$ cat config.mk
export PLATFORM = sky130hd
export DESIGN_NAME = shift_add_multiplier
export DESIGN_NICKNAME = d
export VERILOG_FILES = /design/src/rtl/shift_add_multiplier.sv
export SDC_FILE = /design/constraint.sdc
export NUM_CORES = 1
export LEC_CHECK = 0
export CAP_MARGIN = 20
export CORE_ASPECT_RATIO = 1.75
export CORE_MARGIN = 1
export CORE_UTILIZATION = 54
export CTS_BUF_LIST = sky130_fd_sc_hd__clkbuf_4 sky130_fd_sc_hd__clkbuf_8
export DETAILED_ROUTE_END_ITERATION = 10
export GPL_TIMING_DRIVEN = 0
export PLACE_DENSITY_LB_ADDON = 0.2
export SETUP_SLACK_MARGIN = 0.1
export SYNTH_ARGS = -nofsm -noshare
export SYNTH_HDL_FRONTEND = slang
export SYNTH_SLANG_ARGS = --single-unit
$ cat constraint.sdc
create_clock -name clk -period 3.52 [get_ports clk]
set_clock_uncertainty 0.15 [all_clocks]
set_input_delay 0.88 -clock clk [delete_from_list [all_inputs] [get_ports clk]]
set_output_delay 0.88 -clock clk [all_outputs]
set_load 0.01 [all_outputs]
$ cat src/rtl/shift_add_multiplier.sv
// Sequential shift-and-add multiplier: one multiplier bit per cycle, signed or unsigned operands,
// 2*WIDTH-bit exact product with a one-cycle done pulse.
module shift_add_multiplier #(
  parameter int unsigned WIDTH = 8
) (
  input  logic                 clk,
  input  logic                 rst,
  input  logic                 start,
  input  logic                 signed_mode,
  input  logic [WIDTH-1:0]     a,
  input  logic [WIDTH-1:0]     b,
  output logic                 busy,
  output logic                 done,
  output logic [2*WIDTH-1:0]   product
);

  localparam int unsigned PW = 2 * WIDTH;
  localparam int unsigned CW = $clog2(WIDTH + 1);

  typedef enum logic [1:0] {
    IDLE = 2'd0,
    RUN  = 2'd1,
    DONE = 2'd2
  } state_t;

  state_t            state;
  state_t            state_nx;
  logic              accept_c;
  logic              last_c;

  logic [CW-1:0]     cnt;
  logic [PW-1:0]     acc;
  logic [PW-1:0]     mcand;
  logic [WIDTH-1:0]  mplier;
  logic              neg;

  logic              a_neg_c;
  logic              b_neg_c;
  logic [WIDTH-1:0]  a_mag_c;
  logic [WIDTH-1:0]  b_mag_c;
  logic [PW-1:0]     sum_c;
  logic [PW-1:0]     res_c;

  // State register
  always_ff @(posedge clk or posedge rst) begin
    if (rst) begin
      state <= IDLE;
    end else begin
      state <= state_nx;
    end
  end

  // Next-state logic: accept from IDLE or DONE, run exactly WIDTH cycles
  always_comb begin
    state_nx = state;
    accept_c = 1'b0;
    last_c   = 1'b0;
    case (state)
      IDLE: begin
        if (start) begin
          accept_c = 1'b1;
          state_nx = RUN;
        end
      end
      RUN: begin
        if (cnt == CW'(WIDTH - 1)) begin
          last_c   = 1'b1;
          state_nx = DONE;
        end
      end
      DONE: begin
        if (start) begin
          accept_c = 1'b1;
          state_nx = RUN;
        end else begin
          state_nx = IDLE;
        end
      end
      default: state_nx = IDLE;
    endcase
  end

  // Operand magnitudes; the most negative value maps to 2^(WIDTH-1), which still fits unsigned
  always_comb begin
    a_neg_c = signed_mode & a[WIDTH-1];
    b_neg_c = signed_mode & b[WIDTH-1];
    a_mag_c = a_neg_c ? (~a + WIDTH'(1)) : a;
    b_mag_c = b_neg_c ? (~b + WIDTH'(1)) : b;
    sum_c   = acc + (mplier[0] ? mcand : '0);
    res_c   = neg ? (~sum_c + PW'(1)) : sum_c;
  end

  // Datapath and registered status outputs
  always_ff @(posedge clk or posedge rst) begin
    if (rst) begin
      cnt     <= '0;
      acc     <= '0;
      mcand   <= '0;
      mplier  <= '0;
      neg     <= 1'b0;
      product <= '0;
      busy    <= 1'b0;
      done    <= 1'b0;
    end else begin
      busy <= (state_nx == RUN);
      done <= (state_nx == DONE);
      if (accept_c) begin
        mcand  <= PW'(a_mag_c);
        mplier <= b_mag_c;
        neg    <= a_neg_c ^ b_neg_c;
        acc    <= '0;
        cnt    <= '0;
      end else if (state == RUN) begin
        acc    <= sum_c;
        mcand  <= mcand << 1;
        mplier <= mplier >> 1;
        cnt    <= cnt + CW'(1);
        if (last_c) begin
          product <= res_c;
        end
      end
    end
  end

endmodule

* After elaboration in Yosys (flattened, before gate mapping)
Cells that the tools add are included.
** Cells by class
- Equal/unequal tests :: 5
- Bitwise logic cells :: 7
- Divide/modulo/power cells :: 0
- $lt $le $gt $ge :: 0
- $mul :: 0
- Shifts and indexed selects :: 0
- Reductions and logical operators :: 4
- Mux-type cells :: 20
- Add/sub/neg operators :: 5
** Operators by type and width (count)
- 2-to-1 mux 16 bit :: 6
- 2-to-1 mux 8 bit :: 4
- adder 16 x 1 -> 16 bit (second input constant) :: 1
- adder 16 bit :: 1
- adder 8 x 1 -> 8 bit (second input constant) :: 2
- inverter 16 bit :: 1
- inverter 8 bit :: 2
- 2-to-1 mux 4 bit :: 2
- one-hot mux 2 bit (3 select lines) :: 1
- 2-to-1 mux 1 bit :: 5
- adder 4 x 1 -> 4 bit (second input constant) :: 1
- == test 2 x 1 -> 1 bit (second input constant) :: 2
- == test 2 bit (second input constant) :: 2
- == test 4 x 3 -> 1 bit (second input constant) :: 1
- 2-to-1 mux 2 bit :: 2
- AND reduction 3 bit :: 1
- AND 1 bit :: 2
- zero test 2 bit :: 1
- nonzero test 2 bit :: 1
- OR reduction 2 bit :: 1
- inverter 1 bit :: 1
- bitwise XOR 1 bit :: 1
** Storage, ports and cells
- Memory bits (writable) :: 0
- Bits in latches :: 0
- ROM bits :: 0
- Logic and storage cells :: 50
- Memories kept :: 0
- Register bits after elaboration :: 65

* Longest topological paths before layout
- Word-level depth :: 5
- Depth in mapped cells :: 14

* Worst setup path before layout
Ideal clock, no wire load.
- Kind :: register to register
- From :: register mplier[0]
- To :: register product[14]
- Library setup time :: 128 ps
- Cell stages (with the launch flop) :: 13
- Slack :: 87 ps
- Clock period less this slack :: 3433 ps
- Arrival time :: 3155 ps
- Data required time :: 3242 ps
- Path through :: dfrtp_1 -> clkbuf_1 -> and2_1 -> ha_1 -> fa_1 -> a211oi_2 -> o21ba_2 -> nor2_1 -> or3_1 -> or2_1 -> o41a_1 -> xnor2_1 -> o21ai_1
** On the way
- Longest elaborated chain between the ends :: 5
** Ends and longest elaborated chain
- start: declaration :: line 34 : logic [WIDTH-1:0] mplier;
- start signal: assignment :: line 109 : mplier <= b_mag_c;
- start signal: assignment :: line 116 : mplier <= mplier >> 1;
- 2-to-1 mux 16 bit * :: line 89 : sum_c = acc + (mplier[0] ? mcand : '0);
- adder 16 bit * :: line 89
- inverter 16 bit :: line 90 : res_c = neg ? (~sum_c + PW'(1)) : sum_c;
- adder 16 x 1 -> 16 bit :: line 90
- 2-to-1 mux 16 bit * :: line 90
- end signal: assignment :: line 119 : product <= res_c;
- end: declaration :: line 14 : output logic [2*WIDTH-1:0] product
Mark *: on every way between the ends. The rest lies on a longest branch, timed or not.
A chain may end at the register's enable or synchronous reset.

* Worst setup path in the final report
- From :: register mplier[0]
- To :: register product[15]
The elaborated chain is that of the path after synthesis.

==> results.yml <==
critical_path:
  start_kind: "flop"
  slowest_stage: "dfrtp_2"
  slowest_delay_ps: 440
  crit_path_end_kind: "flop"
  path_cells: "buf_8 -> and2_4 -> ha_4 -> fa_2 -> xor2_2 -> or3_4 -> o21bai_4 -> nor4_4 -> nand4bb_1 -> buf_4 -> o41ai_4 -> xnor2_1 -> o21ai_1"
  cp.arrival_ps: 3500
  crit_fanout: 5
  required_ps: 3610
  path_class: "reg -> reg"
clock_tree:
  clock_latency_ps: 360
  clk_path_buf_depth: 2
  clock-sinks: 65
  cts_root_buffer: "clkbuf_8"
  cts_tree: "yes"
  clk_pin_slew_ps: 80
  numCtsBuffers: 9
  h-tree-depth: 3
floorplan:
  start_util_pct: 55.8
  rows: 41
  core_um2: 7230
  die-area_um2: 7830
  die_w_um: 67.3
  die_height_um: 116
  ios: 38
layout:
  diodes: 0
  final_area_um2: 5040
  mostFrequentLayoutCells: "nand2_1, dfrtp_1, clkdlybuf4s50_1"
  nets: 549
  layout_commonest_cell: "nand2_1"
  drive_gt1_share_pct: 14.6
  area_growth_syn_to_layout_pct: 25.0
logic_synthesis:
  yosysSeqAreaShare_pct: 40.3
  async_flop_share_pct: 100
  synth.distinct_cells: 63
  synth_cells: 442
  ys_ff_latch: 65
  synth_edf_count: 0
  avgSynthCellArea_um2: 9.13
  syn_nets: 482
  syn-cell-area_um2: 4030
  ys_warn_count: 0
  synth-main-ff-cell: "dfrtp_1"
min_path:
  hp-class: "reg -> reg"
global_route:
  grt_pass1_wl_um: 16400
  grt.overflow.total: 0
  grt_pass1_vias: 3532
  grt_max_degree: 44
  antenna_found_initial: 0
  grt_use_total_pct: 28.4
timing:
  slew_violations: 0
  setup_violations: 0
  period_needed_ps: 3410
  finalWorstSetupSlack_ps: 110
  fmax_mhz: 293
  min_period_over_period_pct: 96.9
  relSlewSlack_pct: 60.8
  rsz0062_at_grt: "yes"
  hold_viol: 0
  tightestPinTransition_ps: 588
routing:
  vias: 3535
  wl_per_cell_um: 16.8
  drc: 0
  first_pass_iters: 4
  viasPerCell: 5.89
  ant_nets: 0
  drtIter0Drc: 185
  wirelength_um: 10100
flow_run:
  maxCapViolCount: 0
placement:
  dp_slack_ps: -308
  hpwl_um: 7190
  gp_congestion: 0.885
  placedInstanceArea_um2: 4530
  io_buffers: 37
power_and_ir_drop:
  worst_ir_drop_vdd_v: 0.000409
  p_per_area_nw_per_um2: 1040
  power_leakage_uw: 0.00227
outcome:
  status: "complete, no violations"
==> synth_stat cells (all sizes together), types with 2 or more instances <==
library cell	n	share of area (%)
a31oi	18	2.8
and3	4	0.62
clkbuf	17	1.6
nor2b	2	0.31
nand4	3	0.47
or2	3	0.47
nand2b	3	0.47
inv	16	1.5
xor2	19	4.1
ha	19	5.9
dfrtp	65	40
or3	2	0.31
xnor2	16	3.5
nand3	3	0.37
nand4bb	2	0.56
o41ai	2	0.81
nor3	10	1.5
a22oi	2	0.37
a22o	22	4.8
o21bai	2	0.37
a211oi	6	1.2
buf	3	0.56
o31ai	3	0.90
o21a	2	0.37
nand2	68	6.3
nor2	30	2.8
o21ai	36	4.5
mux2i	3	0.74
a21o	6	1.1
o22ai	2	0.31
and2	16	2.5
and4	2	0.43
a21oi	13	1.6
==> per-layer routing <==
layer,global-route usage (%),vias to the layer above,routed length [um],part of all wire [%]
li1,-,1712,-,-
met1,29.6,1678,3870,38
met2,50.5,108,5430,54
met5,0,-,0,0
met4,17.9,0,387,3.8
met3,5.57,37,364,3.6
==> path summary, 6_finish.rpt <==
check	depth (start not counted)	startpoint	slack (ps)	endpoint
worst max-delay path	13	mplier[0]	110	product[15]
worst min-delay path	2	product[6]	320	product[6]
worst max register to register	13	mplier[0]	110	product[15]
worst min register to register	2	product[6]	320	product[6]
max in group asynchronous	3	rst	1900	mplier[0]
min in group asynchronous	2	rst	730	product[15]
==> worst max-delay path, delay by kind of cell (launching register included) <==
kind / cells / cell delay (ps)
compound gates: 3 / 480
xor+xnor: 2 / 350
fa+ha+maj: 2 / 560
buf+inv: 2 / 320
flops: 1 / 440
simple gates: 4 / 990
==> logic make-up after synthesis <==
group,after synthesis,synth area share [%]
AOI/OAI and AO/OA,129,22.8
adders and majority gates,20,6.39
buffers and inverters,37,3.85
muxes,4,1.02
DFF,65,40.3
xor gates and xnor gates,35,7.60
and+or+nand+nor,152,18.0
==> where the power goes <==
part           internal [uW]  switching, uW  leakage (uW)  total [uW]
combinational           1500           1790       0.00135        3290
clock                    351            294     0.0000987         645
sequential              1090            216      0.000818        1300
==> cell type report <==
cell class / count / area (um^2)
Fill cell: 538 / 2190
Timing Repair Buffer: 56 / 526
Tap cell: 86 / 108
Multi-Input combinational cell: 340 / 2410
Clock buffer: 11 / 145
Inverter: 16 / 60.1
Sequential cell: 65 / 1630
Buffer: 21 / 109
Clock inverter: 5 / 55.1
==> stage by stage <==
stage	TNS, ps	power [uW]	hold WS (ps)	util [%]	cells
after CTS	0	4990	333	68.2	591
after detailed placement	-1270	4040	319	62.7	566
after global placement	-13410	3950	311	62.4	565
final	0	5240	324	69.7	600
after global routing	0	5640	361	69.7	600
after floorplan	0	3290	306	-	442
==> registers in the layout, indices dropped and copies added, names as in the netlist <==
register	cells
acc	16
mcand	16
product	16
mplier	8
cnt	4
state	2
busy	1
done	1
neg	1
==> what timing repair did <==
action / in CTS / in global routing
pin swaps: 15 / 12
setup buffers: 8 / 9
resized for setup: 23 / 16
cloned: 1 / 0
hold buffers: 0 / 0
hold endpoints to repair: 0 / 0
setup endpoints to repair: 8 / 5
(Power assumes the default switching activity.)
==> RTL edit 1 (config.mk and constraints unchanged) <==
Put one more register stage on the output `done`. The value now appears one clock later. The other outputs are not delayed to match. Comments in the files are not updated.
--- a/src/rtl/shift_add_multiplier.sv
+++ b/src/rtl/shift_add_multiplier.sv
@@ -22,6 +22,8 @@
     RUN  = 2'd1,
     DONE = 2'd2
   } state_t;
+
+  logic done_s0;
 
   state_t            state;
   state_t            state_nx;
@@ -100,10 +102,10 @@
       neg     <= 1'b0;
       product <= '0;
       busy    <= 1'b0;
-      done    <= 1'b0;
+      done_s0 <= 1'b0;
     end else begin
       busy <= (state_nx == RUN);
-      done <= (state_nx == DONE);
+      done_s0 <= (state_nx == DONE);
       if (accept_c) begin
         mcand  <= PW'(a_mag_c);
         mplier <= b_mag_c;
@@ -122,5 +124,9 @@
     end
   end
 
+  always_ff @(posedge clk) begin
+    done <= done_s0;
+  end
+
 endmodule
 
Behaviour: not the same (a bounded check fails within 10 cycles, from zero or initial values and one cycle with rst high).
==> RTL edit 1 against the unedited design <==
Wire length is 3.3% lower; sequential share of layout area is 0.48 points higher; critical path type unchanged; cell area is 0.25% lower; global-route usage is 1.4 points lower; worst setup slack worse by 0.043 ns; combinational power is 4% lower; sequential cell count is 1 higher; clock power is 2% higher; area after synthesis is 0.50% higher; power is 1.9% lower.
==> RTL edit 1: results (changes against the unedited design) <==
outcome:
  status: "finished clean"
drt:
  met1_length_mm: 3.789  # -2.0%
  drt_iter0_drc: 163  # -12%
  first_pass_iters: 4  # unchanged
  post_drt_wl_per_cell_um: 16.33  # -2.5%
  wl_met2_mm: 5.442  # +0.17%
  route.met3.wl_um: 243  # -33%
  top_layer: "met4"
  viasPerCell: 5.849  # -0.73%
power_and_ir_drop:
  vdd_ir_drop_max_v: 0.0004658  # +14%
  powerClk_w: 0.000658  # +2%
  power.share.clock_pct: 12.8  # +0.5 points
  p_comb_w: 0.00317  # -4%
  p_leak_nw: 2.248  # -1.0%
  internal_power_w: 0.002880  # -2.1%
grt:
  use_met3_pct: 4.688  # -0.88 points
  grt_first_pass_wirelength_mm: 15.75  # -4.0%
  gr-usage-met1_pct: 28.48  # -1.1 points
  grt_max_degree: 44  # unchanged
  met2_usage_pct: 49.77  # -0.70 points
  grt_pass1_vias: 3461  # -2.0%
  grt_usage_pct: 27.02  # -1.4 points
  grt_antenna_before_repair: 0  # unchanged
logic_synthesis:
  synth_cell_type_count: 64  # +1.6%
  yosysSeqAreaShare_pct: 40.62  # +0.29 points
  syn_nets: 483  # +0.21%
  synth_area_leaders: "dfrtp_1, nand2_1, ha_1"
  synth_top_area_share_pct: 40.12  # -0.20 points
  synth_cells: 443  # +0.23%
  async_flop_share_pct: 98.48  # -1.5 points
  synthTopCellsByCount: "nand2_1, dfrtp_1, nor2_1, o21ai_0, a22o_1"
  yosys_warnings: 0  # unchanged
placed_design:
  gp_congestion: 0.8730  # -1.3%
  dp_slack_ns: -0.3425  # -0.03467 ns
  dp.cells: 567  # +0.18%
  hpwl_mm: 7.136  # -0.77%
  place_area_um2: 4554  # +0.44%
final_layout:
  fin_cells: 595  # -0.83%
  antennaDiodeCount: 0  # unchanged
  top_regs: "acc: 16 flops, mcand: 16 flops, product: 16 flops"
  drive_gt1_share_pct: 13.56  # -1.0 points
  fin_nets: 544  # -0.91%
timing:
  max_slew_margin_pct: 60.52  # -0.29 points
  hold_violations: 0  # unchanged
critical_path:
  cp_max_fo: 5  # unchanged
clocking:
  cts-htree-levels: 3  # unchanged
  cts_buffers: 9  # unchanged
  cts_max_path_buffers: 2  # unchanged
  cts_root_buf: "clkbuf_8"
  clock_latency_ns: 0.36  # about the same
min_path:
  hold_path.class: "flop to flop"
-- RTL edit 1: cell count changes after synthesis --
cell / before / now
dfxtp_1: 0 / 1
-- RTL edit 1: what timing repair did --
item,4_1_cts,5_1_grt
setup buffers,8,4
pin swaps,17,8
cloned,1,0
setup endpoints to repair,8,7
resized for setup,23,13
-- RTL edit 1: kinds of logic after synthesis --
group,share of synthesized area (%)
fa+ha+maj,6.358
flops,40.62
simple gates,17.93
mux,1.019
xor+xnor,7.562
buf+inv,3.827
compound gates,22.68
-- RTL edit 1: path summary, 6_finish.rpt --
| path | from | endpoint | slack (ns) | cells past startpoint |
|---|---|---|---|---|
| worst min register to register | done_s0 | done | 0.20 | 0 |
| worst min-delay path | done_s0 | done | 0.20 | 0 |
| worst max register to register | mplier[0] | product[15] | 0.07 | 13 |
| min in group asynchronous | rst | mcand[0] | 0.73 | 2 |
| max in group asynchronous | rst | mplier[0] | 1.89 | 3 |
| worst max-delay path | mplier[0] | product[15] | 0.07 | 13 |
-- RTL edit 1: cell type report --
cell class | instances | area, µm²
multi-input cells | 340 | 2421
fillers | 586 | 2202
flip-flops and latches | 66 | 1648
repair buffers | 51 | 488.0
clock buffers | 10 | 137.6
well taps | 86 | 107.6
plain buffers | 20 | 102.6
clock inverters | 6 | 66.31
inverters | 16 | 60.06
-- RTL edit 1: critical path, cell delays in order, from the launching register on --
cell and delay (ns):
dfrtp_2 0.43, clkbuf_8 0.16, and2_4 0.14, ha_4 0.16, fa_2 0.41, xor2_2 0.18
or3_4 0.38, o21bai_4 0.19, nor4_4 0.27, nand4bb_1 0.20, buf_4 0.19, o41ai_4 0.23
xnor2_1 0.16, o21ai_1 0.07
==> RTL edit 2 (config.mk and constraints unchanged) <==
Made on the original files. Change the parameter `WIDTH` from 8 to 32.
--- a/src/rtl/shift_add_multiplier.sv
+++ b/src/rtl/shift_add_multiplier.sv
@@ -1,7 +1,7 @@
 // Sequential shift-and-add multiplier: one multiplier bit per cycle, signed or unsigned operands,
 // 2*WIDTH-bit exact product with a one-cycle done pulse.
 module shift_add_multiplier #(
-  parameter int unsigned WIDTH = 8
+  parameter int unsigned WIDTH = 32
 ) (
   input  logic                 clk,
   input  logic                 rst,
Interface: changed (resized a, b and product); port bits go from 38 to 134. No check against the original RTL was run, so the function may have changed too.
==> RTL edit 2 against the unedited design <==
The flow now finishes with violations (negative setup slack); global-route usage increased by 15 points; sequential cell count increased by 170; cell area increased to 4.8 times the old value; area after synthesis increased to 4.1 times the old value; fmax decreased by 36%; synthesized cell count increased to 4.4 times the old value; die area increased to 4.0 times the old value; worst setup slack got worse by 2.0 ns; power increased to 4.6 times the old value; combinational power increased to 5.2 times the old value; wire length increased to 7.3 times the old value; critical endpoint is now product[61]; highest routed layer is now met5.
==> RTL edit 2: results (changes against the unedited design) <==
critical_path:
  endpoint: "product[61]"
  cp.arrival_ns: 5.67  # +2.17 ns
  cp_max_fo: 10  # +5
  crit_family: "simple AND/OR/NAND/NOR gates"
  rr_worst_depth: 19  # +6
  crit_start: "mplier[0]"
  max_stage_delay_ns: 0.57  # +0.13 ns
  slowest_stage: "or4_4"
placed_design:
  dp_slack_ns: -2.273  # -1.965 ns
  gp_congestion: 1.001  # +13%
  portBuffers: 133  # +260%
  place_area_um2: 18750  # +310%
  dp.cells: 2468  # +340%
  hpwl_mm: 47.15  # +560%
grt:
  overflow: 0  # unchanged
  grt_max_degree: 45  # +2.3%
  grt_first_pass_wirelength_mm: 101.9  # +520%
  grt_usage_pct: 43.46  # +15 points
  grt_pass1_vias: 17940  # +410%
  grt_antenna_before_repair: 4  # +4
timing:
  tightest_slew_ns: 1.255  # +0.6672 ns
  worst_slack_ns: -1.847  # -1.957 ns
  fin_tns_setup_ns: -68.58  # -68.58 ns
  finalSetupViolations: 83  # +83
final_layout:
  top_regs: "acc: 64 flops, mcand: 64 flops, product: 64 flops"
  fin_cells: 2711  # +350%
  drive_gt1_share_pct: 29.44  # +15 points
  fin_nets: 2438  # +340%
drt:
  post_drt_wl_per_cell_um: 27.04  # +61%
  drt_iter0_drc: 1415  # +660%
  met1_length_mm: 22.61  # +480%
  viasPerCell: 6.730  # +14%
  wl_met2_mm: 35.30  # +550%
  first_pass_iters: 8  # +4
  top_layer: "met5"
  route.met3.wl_mm: 6.467  # +1700%
power_and_ir_drop:
  vdd_ir_drop_max_v: 0.0006112  # +50%
  p_leak_nw: 9.762  # +330%
min_path:
  hold_path.class: "flop to flop"
  whs_path_depth: 2  # unchanged
clocking:
  cts_buffers: 38  # +29
  clock_latency_ns: 0.59  # +0.23 ns
  cts-htree-levels: 2  # -1
  cts_max_path_buffers: 3  # +1
  cts_root_buf: "clkbuf_8"
  path_clk_slew_ns: 0.07
logic_synthesis:
  syn_nets: 2075  # +330%
  syn_avg_cell_area_um2: 8.533  # -6.5%
  synthTopCellsByCount: "nand2_1, dfrtp_1, o21ai_0, a21oi_1, nor2_1"
  yosysSeqAreaShare_pct: 35.54  # -4.8 points
  synth_ff_type: "dfrtp_1"
  async_flop_share_pct: 100.0  # unchanged
  synth_area_leaders: "dfrtp_1, o21ai_0, nand2_1"
  yosys_warnings: 0  # unchanged
  synth_cell_type_count: 92  # +46%
outcome:
  violations: "negative setup slack"
  status: "finished, violations left"
[RTL edit 2: cell types whose count changed after synthesis, moves of 26 or more]
cell      change
a21oi_1     +100
a22o_1       +56
a22oi_1      +62
and2_1       +55
clkbuf_1     +75
dfrtp_1     +170
ha_1         +48
nand2_1     +168
nand3_1      +26
nand4_1      +36
nor2_1       +75
o21ai_0     +197
xnor2_1      +59
xor2_1       +73
[RTL edit 2: area by class of cell]
type	count	area, µm²
flip-flops and latches	235	5881
fillers	1945	6070
plain buffers	97	534.3
inverters	37	142.6
diodes	1	2.502
well taps	387	484.2
clock buffers	56	714.4
multi-input cells	1559	13020
clock inverters	5	30.03
repair buffers	334	3186
[RTL edit 2: worst min path at each step]
| stage | from | end | slack, ns |
|---|---|---|---|
| 3_5_place_dp | product[5] | product[5] | 0.30 |
| 2_1_floorplan | cnt[5] | cnt[5] | 0.29 |
| 4_1_cts | product[5] | product[5] | 0.32 |
| 5_1_grt | cnt[5] | cnt[5] | 0.35 |
| 6_report | product[5] | product[5] | 0.31 |
| 3_3_place_gp | cnt[5] | cnt[5] | 0.30 |
[RTL edit 2: cells by family after synthesis]
kind of cell	count (synthesis)	synth area share, %
and+or+nand+nor	632	19.16
buffers and inverters	145	3.396
adders and majority gates	68	5.188
DFF	235	35.54
muxes	8	0.4916
xor gates and xnor gates	168	8.939
AOI/OAI and AO/OA	683	27.28
[RTL edit 2: worst reg2reg max path, stage by stage, from the launching register on]
cell and delay, ns:
dfrtp_1 0.41, buf_8 0.15, clkbuf_4 0.19, and2_1 0.16, ha_2 0.31, o211a_1 0.28
o31a_1 0.16, or3_4 0.35, a222oi_1 0.28, buf_4 0.17, nand4b_1 0.20, or4_4 0.57
nor4_4 0.16, buf_6 0.15, nor4b_4 0.28, nand4_1 0.19, buf_6 0.18, o41ai_4 0.57
xor2_1 0.24, o21ai_1 0.09
[RTL edit 2: layer usage]
layer | global-route usage [%] | vias up
li1 | - | 7843
met1 | 40.25 | 8857
met2 | 75.99 | 1005
met3 | 10.50 | 533
met4 | 43.64 | 6
met5 | 0 | -
[RTL edit 2: what timing repair did]
action / 4_1_cts / 5_1_grt
resized for setup: 499 / 173
setup buffers: 117 / 77
cloned: 1 / 1
pin swaps: 121 / 106
endpoints found under the setup margin: 168 / 145
[RTL edit 2: where the power goes]
part	switching [W]	internal (W)
logic	0.0103	0.00684
clock network	0.00118	0.00129
registers	0.000855	0.00383
total	0.0123	0.0120
